<file path="src/rtl/multdiv_pw_unit.sv">
// Iterative shift-add multiply / restoring divide in the PW slot; MULTDIV_EARLY_OUT_EN lets MUL stop on zero multiplier.
// Latency: op in D/X at cycle N -> result_valid at N+33 (earlier for MUL with early-out); pw_stall freezes F/D, D/X meanwhile.
module multdiv_pw_unit #(
  parameter logic [31:0] MUL_OVF_CODE  = 32'd4,
  parameter logic [31:0] DIV_ZERO_CODE = 32'd5,
  parameter logic [4:0]  RSTATUS_REG   = 5'd30
) (
  input  logic        clock,
  input  logic        reset,
  input  logic [31:0] dx_ir,
  input  logic [31:0] operand_a,
  input  logic [31:0] operand_b,
  output logic        pw_stall,
  output logic        result_valid,
  output logic [31:0] result,
  output logic [31:0] pw_ir,
  output logic [4:0]  pw_rd,
  output logic        exc_valid,
  output logic [31:0] exc_code
);

  localparam logic [1:0] S_IDLE = 2'd0;
  localparam logic [1:0] S_MUL  = 2'd1;
  localparam logic [1:0] S_DIV  = 2'd2;
  localparam logic [1:0] S_DONE = 2'd3;

  localparam logic [4:0] OPC_RTYPE = 5'b00000;
  localparam logic [4:0] ALU_MUL   = 5'b00110;
  localparam logic [4:0] ALU_DIV   = 5'b00111;

  logic [1:0]  state;
  logic [5:0]  count;
  logic        sign;
  logic [31:0] op_b;
  logic [63:0] shift_q;
  logic [63:0] acc;
  logic [31:0] result_q;
  logic [31:0] pw_ir_q;
  logic [4:0]  pw_rd_q;
  logic [31:0] exc_code_q;
  logic        exc_q;

  logic        is_mul, is_div, start;
  logic [31:0] mag_a, mag_b;

  assign is_mul = (dx_ir[31:27] == OPC_RTYPE) && (dx_ir[6:2] == ALU_MUL);
  assign is_div = (dx_ir[31:27] == OPC_RTYPE) && (dx_ir[6:2] == ALU_DIV);
  assign start  = (is_mul || is_div) && (state == S_IDLE);

  assign pw_stall = start || (state == S_MUL) || (state == S_DIV);

  assign mag_a = operand_a[31] ? (~operand_a + 32'd1) : operand_a;
  assign mag_b = operand_b[31] ? (~operand_b + 32'd1) : operand_b;

  // Multiply: shift_q holds the left-shifting multiplicand, op_b the right-shifting multiplier.
  logic [63:0] acc_nxt;
  logic [63:0] prod_s;
  logic        mul_ovf;
  logic        mul_last;

  assign acc_nxt = acc + (op_b[0] ? shift_q : 64'd0);
  assign prod_s  = sign ? (~acc_nxt + 64'd1) : acc_nxt;
  assign mul_ovf = (prod_s[63:32] != {32{prod_s[31]}}) ||
                   ((acc_nxt != 64'd0) && (prod_s[31] != sign));

`ifdef MULTDIV_EARLY_OUT_EN
  assign mul_last = (count == 6'd31) || (op_b[31:1] == 31'd0);
`else
  assign mul_last = (count == 6'd31);
`endif

  // Divide: shift_q is {remainder, dividend/quotient}; op_b is the divisor magnitude.
  logic [32:0] rem_sh;
  logic        q_bit;
  logic [31:0] rem_nxt;
  logic [31:0] quo_nxt;
  logic [31:0] quo_s;

  assign rem_sh  = {shift_q[63:32], shift_q[31]};
  assign q_bit   = (rem_sh >= {1'b0, op_b});
  assign rem_nxt = q_bit ? (rem_sh[31:0] - op_b) : rem_sh[31:0];
  assign quo_nxt = {shift_q[30:0], q_bit};
  assign quo_s   = sign ? (~quo_nxt + 32'd1) : quo_nxt;

  logic        fin_last;
  logic        fin_exc;
  logic [31:0] fin_res;
  logic [31:0] fin_code;

  always_comb begin
    fin_last = 1'b0;
    fin_exc  = 1'b0;
    fin_res  = 32'd0;
    fin_code = 32'd0;
    case (state)
      S_MUL: begin
        fin_last = mul_last;
        fin_exc  = mul_ovf;
        fin_res  = mul_ovf ? 32'd0 : prod_s[31:0];
        fin_code = mul_ovf ? MUL_OVF_CODE : 32'd0;
      end
      S_DIV: begin
        fin_last = (count == 6'd31);
        fin_exc  = (op_b == 32'd0);
        fin_res  = fin_exc ? 32'd0 : quo_s;
        fin_code = fin_exc ? DIV_ZERO_CODE : 32'd0;
      end
      default: ;
    endcase
  end

  always_ff @(posedge clock) begin
    if (reset) begin
      state      <= S_IDLE;
      count      <= 6'd0;
      sign       <= 1'b0;
      op_b       <= 32'd0;
      shift_q    <= 64'd0;
      acc        <= 64'd0;
      result_q   <= 32'd0;
      pw_ir_q    <= 32'd0;
      pw_rd_q    <= 5'd0;
      exc_code_q <= 32'd0;
      exc_q      <= 1'b0;
    end else begin
      case (state)
        S_IDLE: begin
          if (start) begin
            state   <= is_mul ? S_MUL : S_DIV;
            count   <= 6'd0;
            sign    <= operand_a[31] ^ operand_b[31];
            pw_ir_q <= dx_ir;
            op_b    <= mag_b;
            shift_q <= {32'd0, mag_a};
            acc     <= 64'd0;
          end
        end
        S_MUL: begin
          acc     <= acc_nxt;
          shift_q <= {shift_q[62:0], 1'b0};
          op_b    <= {1'b0, op_b[31:1]};
          count   <= count + 6'd1;
        end
        S_DIV: begin
          shift_q <= {rem_nxt, quo_nxt};
          count   <= count + 6'd1;
        end
        default: state <= S_IDLE;
      endcase

      if (fin_last) begin
        state      <= S_DONE;
        result_q   <= fin_res;
        exc_q      <= fin_exc;
        exc_code_q <= fin_code;
        pw_rd_q    <= fin_exc ? RSTATUS_REG : pw_ir_q[26:22];
      end
    end
  end

  assign result_valid = (state == S_DONE);
  assign exc_valid    = (state == S_DONE) && exc_q;
  assign result       = result_q;
  assign pw_ir        = pw_ir_q;
  assign pw_rd        = pw_rd_q;
  assign exc_code     = exc_code_q;

endmodule

</file>
<file path="config.mk">
export PLATFORM = sky130hd
export DESIGN_NAME = multdiv_pw_unit
export DESIGN_NICKNAME = d
export VERILOG_FILES = /design/src/rtl/multdiv_pw_unit.sv
export SDC_FILE = /design/constraint.sdc
export NUM_CORES = 1
export LEC_CHECK = 0
export ABC_CLOCK_PERIOD_IN_PS = 12700
export BUFFER_PORTS_ARGS = -buffer_cell sky130_fd_sc_hd__buf_2
export CAP_MARGIN = 20
export CORE_ASPECT_RATIO = 0.9
export CORE_MARGIN = 5
export CORE_UTILIZATION = 65
export CTS_BUF_LIST = sky130_fd_sc_hd__clkbuf_8
export CTS_CLUSTER_DIAMETER = 120
export CTS_CLUSTER_SIZE = 12
export DETAILED_ROUTE_END_ITERATION = 10
export PLACE_DENSITY = 0.86
export SYNTH_ARGS = -nofsm -noshare
export SYNTH_HDL_FRONTEND = slang
export SYNTH_SLANG_ARGS = --single-unit
</file>
<file path="constraint.sdc">
create_clock -name clock -period 12.7 [get_ports clock]
set_clock_uncertainty 0.2 [all_clocks]
set_input_delay 2.54 -clock clock [delete_from_list [all_inputs] [get_ports clock]]
set_output_delay 2.54 -clock clock [all_outputs]
set_load 0.01 [all_outputs]
</file>
==> metrics.md, run 1 <==
| Metric | Value |
|---|---|
| Full die area | 0.03689 mm2 |
| Critical path class | reg2reg |
| Shortest period the worst path allows | 8.649 ns |
| CTS tree | yes |
| Rel. slew slack | 0.2705 |
| Post-synthesis async set-or-reset flop share | 0 |
| Maximum number of pins on one net before global-route repair | 157 |
| Post-route insts no fill | 3,439 |
| Area inside the core boundary | 0.03287 mm2 |
| Overall global routing resource usage | 0.3785 |
| Number of antenna violations at the first check in global routing | 0 |
| Count of max-cap constraint violations | 0 |
| Reg2Reg Launch Point | op_b[0] |
| Number of enable-type register cells in the synthesized netlist | 0 |
| Clock transition at the registers of the reported paths | 0.08 ns |
| First-pass iteration count of the detailed router | 8 |
| H-tree lvl count | 1 |
| Switching Fraction | 0.4444 |
| Overall Power | 2416 uW |
| Wire length of the first global-routing pass | 115.9 mm |
| Nature of the critical path endpoint | flop |
| Gates resized, CTS repair | 0 |
| Worst-case hold path end point | pw_ir[7] |
| Ports placed on the boundary | 202 |
| Height of the die | 182.7 um |
| Leading cell types in the layout, fill and taps excluded | 416 x sky130_fd_sc_hd__nor2_1, 241 x sky130_fd_sc_hd__nand2_1, 239 x sky130_fd_sc_hd__dfxtp_1 |
| Number of setup buffers added after CTS | 0 |
| Internal Power | 1342 uW |
| Reported net switching power | 1074 uW |
| Transition time at the pin with the least slew margin | 1.086 ns |
| Power density over the cells | 106.4 mW/mm2 |
| Final routed DRC violation total | 0 |
| Leakage power of the design | 0.009122 uW |
| Initial cell density of the core | 0.6553 |
| Worst setup SP type | flop |
| Detailed placer's ending HPWL | 56.33 mm |
| Reg2reg setup slack | 4.05 ns |
| Final core utilization | 0.6904 |
| Combinational share of power | 0.443 |
| Final setup violation count | 0 |
| Wire length per cell | 21.64 um |
| Mean cell area of the mapped netlist | 7.214 um2 |
| DRC marker count from the first detailed-route iteration | 3,015 |
| Final sum of negative setup slack | 0 ns |
| Share of the yosys chip area belonging to registers | 0.2230 |
| Share of post-route cells with drive strength above 1 | 0.1008 |
| ANT nets after route | 0 |
| Reg-to-Reg End | pw_rd[2] |
| Area of the mapped netlist | 0.02154 mm2 |
| Period utilization | 0.6810 |
| Part of the power in registers | 0.373 |
| Worst reg2reg path depth | 19 |
| Main synth FF type | sky130_fd_sc_hd__dfxtp_1 |
| Most frequent standard cell in the layout excluding fill and tap cells | sky130_fd_sc_hd__nor2_1 |
| Share of total power in the clock network | 0.184 |
| RSZ-0062 raised after global routing | no |
| Clock root buffer master | sky130_fd_sc_hd__clkbuf_8 |
| Cell count after placement | 3,410 |
| Routed via count divided by cell count | 6.864 |
| Number of instances on the worst hold path | 2 |
| Worst-case vdd ir drop | 130.3 uV |
| Hold Crit Start | pw_ir[7] |
| Via count of the first global-routing pass | 21,534 |
| Number of instances in the synthesized netlist | 2,986 |
| Hold Worst Slack | 0.2615 ns |
| Maximum operating frequency | 115.6 MHz |
| Latest clock arrival within the worst-skew pair | 0.63 ns |
| Net count, final | 3,223 |
| Yosys Warn Count | 0 |
| Final max-slew violation count | 0 |
| Maximum fanout encountered on the critical timing path | 47 |
| Antenna Cells | 0 |
| Total Wirelength | 74.41 mm |
| Data arrival at the endpoint of the critical path | 8.88 ns |
| Critical path's slowest cell | sky130_fd_sc_hd__a2111oi_0 |
| Number of library cell types mapped by synthesis | 93 |
| Cells traversed along the worst timing path | buf_4, and2_1, ha_1, and2_0, o21ai_0, a2111oi_0, nor2_1, o311a_1, nor3_1, nand4bb_1, or4_1, or3_1, o31ai_2, xnor2_1, or4_1, o21ai_2, buf_4, a41o_1, a211oi_1 |
| Number of storage elements in the synthesis netlist | 240 |
| Number of CTS-inserted buffers | 23 |
| Count of vias placed by the detailed router | 23,607 |
| Synthesis-to-finish area growth | 5.350% |
| Number of sinks on the clock net | 240 |
| # rows | 63 |
| Maximum buffer depth of the clock tree | 3 |
| Worst min-delay path category | reg2reg |
| Critical Path RT | 12.93 ns |
| Port bufs | 171 |
| Maximum cell stage delay along the critical path | 0.93 ns |
| Status | finished, final reports clean |
| Die width | 201.9 um |
| Hold Buf Count CTS | 0 |
| Total congestion overflow | 0 |
| RePlAce Congestion | 1.058 |
| Number of hold violations in the final report | 0 |
==> logic make-up after synthesis <==
logic type | count (synthesis) | share of synthesized area
other cells | 1 | 0.0001741
fa+ha+maj | 107 | 0.06285
flops | 240 | 0.2230
simple gates | 1180 | 0.2674
compound gates | 939 | 0.2973
mux | 18 | 0.008771
xor+xnor | 197 | 0.08010
buf+inv | 304 | 0.06035
==> per-stage QoR <==
step	setup slack (ns)	area, um2
after floorplan	5.675	21650
after global placement	4.500	22270
after detailed placement	4.212	22270
after CTS	4.163	22600
after global routing	3.757	22690
final	4.051	22690
==> per-layer routing <==
layer | global-route usage | up-vias | part of all wire
met5 | 0 | - | 0
met2 | 0.5889 | 1480 | 0.43
met1 | 0.5318 | 10963 | 0.41
met4 | 0.1340 | 0 | 0.042
met3 | 0.06485 | 215 | 0.11
li1 | - | 10949 | -
==> Yosys cell counts (67+ instances only) <==
| master | n | area, um2 |
|---|---|---|
| sky130_fd_sc_hd__a211oi_1 | 67 | 503.0 |
| sky130_fd_sc_hd__a21oi_1 | 235 | 1176 |
| sky130_fd_sc_hd__a22oi_1 | 88 | 660.6 |
| sky130_fd_sc_hd__and2_1 | 87 | 544.3 |
| sky130_fd_sc_hd__clkbuf_1 | 165 | 619.3 |
| sky130_fd_sc_hd__dfxtp_1 | 240 | 4805 |
| sky130_fd_sc_hd__ha_1 | 105 | 1314 |
| sky130_fd_sc_hd__inv_1 | 82 | 307.8 |
| sky130_fd_sc_hd__nand2_1 | 241 | 904.6 |
| sky130_fd_sc_hd__nor2_1 | 416 | 1562 |
| sky130_fd_sc_hd__o21ai_0 | 167 | 835.8 |
| sky130_fd_sc_hd__xnor2_1 | 124 | 1086 |
| sky130_fd_sc_hd__xor2_1 | 73 | 639.4 |
==> power by group through the flow <==
| stage | clock (uW) | combinational, uW | sequential (uW) |
|---|---|---|---|
| after detailed placement | 0 | 1010 | 911 |
| after global routing | 477 | 1160 | 904 |
| after floorplan | 0 | 795 | 865 |
| final | 445 | 1070 | 900 |
| after global placement | 0 | 980 | 910 |
| after CTS | 447 | 1020 | 894 |
==> state kept, by name (all words and copies together) (netlist names) <==
signal,count
op_b,32
pw_rd,5
sign,1
count,6
result,32
pw_ir,32
shift_q,64
state,2
acc,64
exc_code,2
==> worst max path at each step <==
stage,from,to,slack (ns),cells after the start
finish,op_b[0],pw_rd[2],4.05,19
global route,op_b[0],pw_rd[2],3.76,21
CTS,op_b[0],pw_rd[2],4.16,21
detailed placement,op_b[0],exc_code[2],4.21,21
global placement,op_b[0],pw_rd[3],4.50,21
floorplan,op_b[0],result[10],5.68,25
==> area by class of cell <==
| type | count | area [um2] |
|---|---|---|
| fill | 2717 | 10180 |
| tap | 422 | 528.0 |
| clock inverter | 1 | 11.26 |
| inverter | 82 | 307.8 |
| timing repair buffer | 200 | 1140 |
| clock buffer | 23 | 316.6 |
| multi-input combinational | 2471 | 15580 |
| sequential | 240 | 4806 |
==> critical path, delay by kind of cell, from the launching register on <==
kind | cells | cell delay (ns)
flops | 1 | 0.61
simple gates | 8 | 3.80
fa+ha+maj | 1 | 0.23
buf+inv | 2 | 0.87
compound gates | 7 | 2.64
xor+xnor | 1 | 0.08
Power figures use the tool's default switching activity.
==> run 2: changes to the inputs <==
Settings changed: ABC_CLOCK_PERIOD_IN_PS 12700 to 8800, CORE_UTILIZATION 65 to 63, PLACE_DENSITY 0.86 to 0.84.
Clock period 12.7 ns to 8.8 ns, I/O delays scaled along.
==> metrics.md, run 2 (synthesized netlist as in run 1, its figures left out) <==
| Metric | Value |
|---|---|
| DRC marker count from the first detailed-route iteration | 2,586 |
| CTS tree | yes |
| Reg2Reg Launch Point | op_b[0] |
| RePlAce Congestion | 1.014 |
| Most frequent standard cell in the layout excluding fill and tap cells | sky130_fd_sc_hd__nor2_1 |
| Final core utilization | 0.6765 |
| Latest clock arrival within the worst-skew pair | 0.63 ns |
| Leading cell types in the layout, fill and taps excluded | 416 x sky130_fd_sc_hd__nor2_1, 241 x sky130_fd_sc_hd__nand2_1, 239 x sky130_fd_sc_hd__dfxtp_1 |
| Wire length per cell | 20.91 um |
| Overall global routing resource usage | 0.3663 |
| Final setup violation count | 0 |
| Die width | 204.9 um |
| Period utilization | 0.8957 |
| Power density over the cells | 152.6 mW/mm2 |
| Number of setup buffers added after CTS | 0 |
| Number of hold violations in the final report | 0 |
| Wire length of the first global-routing pass | 114.9 mm |
| Number of antenna violations at the first check in global routing | 1 |
| Data arrival at the endpoint of the critical path | 8.13 ns |
| Maximum operating frequency | 126.9 MHz |
| Hold Buf Count CTS | 0 |
| Reg2reg setup slack | 0.92 ns |
| Full die area | 0.03799 mm2 |
| Height of the die | 185.4 um |
| Count of filler cells inserted in the layout | 2,953 |
| Number of CTS-inserted buffers | 24 |
| RSZ-0062 raised after global routing | no |
| Net count, final | 3,241 |
| Maximum buffer depth of the clock tree | 3 |
| Worst Setup Slack, final | 0.9178 ns |
| Rel. slew slack | 0.2603 |
| Area inside the core boundary | 0.03387 mm2 |
| Synthesis-to-finish area growth | 6.378% |
| Clock transition at the registers of the reported paths | 0.09 ns |
| Overall Power | 3497 uW |
| Total congestion overflow | 0 |
| Share of post-route cells with drive strength above 1 | 0.1067 |
| Count of max-cap constraint violations | 0 |
| DP Area | 0.02245 mm2 |
| Final max-slew violation count | 0 |
| Worst Setup Slack post-DPL | 0.7102 ns |
| Number of sinks on the clock net | 240 |
| Leakage power of the design | 0.009226 uW |
| ANT nets after route | 0 |
| Worst setup SP type | flop |
| H-tree lvl count | 1 |
| Worst min-delay path category | reg2reg |
| Initial cell density of the core | 0.6359 |
| Final routed DRC violation total | 0 |
| Routed via count divided by cell count | 6.688 |
| Registers with the most flip-flops | acc: 64 flops, shift_q: 64 flops |
| Clock root buffer master | sky130_fd_sc_hd__clkbuf_8 |
| Critical Path RT | 9.04 ns |
| Maximum fanout encountered on the critical timing path | 33 |
| Area of all placed cells without fillers | 0.02291 mm2 |
| Shortest period the worst path allows | 7.882 ns |
| Reg-to-Reg End | pw_rd[4] |
| Footprint of the multi-input gates | 0.01558 mm2 |
| Ports placed on the boundary | 202 |
| Gates resized, CTS repair | 0 |
| Transition time at the pin with the least slew margin | 1.101 ns |
| Worst-case vdd ir drop | 182.0 uV |
| # rows | 64 |
| Via count of the first global-routing pass | 21,483 |
| Worst reg2reg path depth | 21 |
| Launching instance or port of the critical path | op_b[0] |
| Detailed placer's ending HPWL | 55.70 mm |
| Nature of the critical path endpoint | flop |
| First-pass iteration count of the detailed router | 6 |
| Port bufs | 171 |
| Reg area | 0.004806 mm2 |
| Total Wirelength | 73.16 mm |
| Final sum of negative setup slack | 0 ns |
| Hold Crit Start | pw_ir[1] |
| Maximum number of pins on one net before global-route repair | 88 |
| Count of vias placed by the detailed router | 23,401 |
| Antenna Cells | 0 |
| Status | finished, final reports clean |
| Endpoint of the worst setup timing path | pw_rd[4] |
| Critical path class | reg2reg |
## run 2: area by class of cell
class,count,share of cell area
clock buffer,24,0.01442
tap,462,0.02523
clock inverter,3,0.001420
sequential,240,0.2097
inverter,82,0.01343
multi-input combinational,2471,0.6800
timing repair buffer,217,0.05575
## run 2: layer usage
layer	vias up	global-route usage	part of all wire
li1	10988	-	-
met3	201	0.07020	0.11
met1	10949	0.5105	0.42
met5	-	0	0
met4	0	0.1272	0.042
met2	1263	0.5700	0.43
## run 2: worst max-delay path, stage by stage (launching register included)
cell and delay [ns]:
sky130_fd_sc_hd__dfxtp_1 0.36, sky130_fd_sc_hd__buf_16 0.18, sky130_fd_sc_hd__and2_1 0.18, sky130_fd_sc_hd__ha_1 0.38
sky130_fd_sc_hd__and2_0 0.32, sky130_fd_sc_hd__o21ai_0 0.19, sky130_fd_sc_hd__a211oi_1 0.82, sky130_fd_sc_hd__o211ai_1 0.17
sky130_fd_sc_hd__o311a_1 0.21, sky130_fd_sc_hd__or4_4 0.44, sky130_fd_sc_hd__or3_1 0.49, sky130_fd_sc_hd__nand4bb_1 0.45
sky130_fd_sc_hd__or4_1 0.57, sky130_fd_sc_hd__buf_4 0.21, sky130_fd_sc_hd__or3_1 0.51, sky130_fd_sc_hd__o31ai_2 0.30
sky130_fd_sc_hd__xnor2_1 0.09, sky130_fd_sc_hd__or4_1 0.52, sky130_fd_sc_hd__o21ai_2 0.24, sky130_fd_sc_hd__buf_4 0.29
sky130_fd_sc_hd__a41o_1 0.41, sky130_fd_sc_hd__a211oi_1 0.13
## run 2: how the worst min path moves through the flow
stage / to / slack [ns] / cells after the start
5_1_grt: pw_ir[13] / 0.28 / 2
2_1_floorplan: shift_q[59] / 0.26 / 2
6_report: pw_ir[1] / 0.26 / 2
4_1_cts: pw_ir[12] / 0.26 / 2
3_3_place_gp: pw_ir[14] / 0.24 / 2
3_5_place_dp: pw_ir[12] / 0.25 / 2
## run 2: power by group
group	internal, uW	total (uW)	leakage, uW	switching [uW]
Clock	250	667	0.000184	417
Combinational	540	1540	0.00710	999
Sequential	1160	1290	0.00194	131
Total	1950	3500	0.00923	1550
## run 2: stage by stage
step | std cells | hold WS (ns)
after floorplan | 3015 | 0.2567
after global placement | 3468 | 0.2397
after detailed placement | 3468 | 0.2461
after CTS | 3495 | 0.2574
after global routing | 3499 | 0.2758
final | 3499 | 0.2588
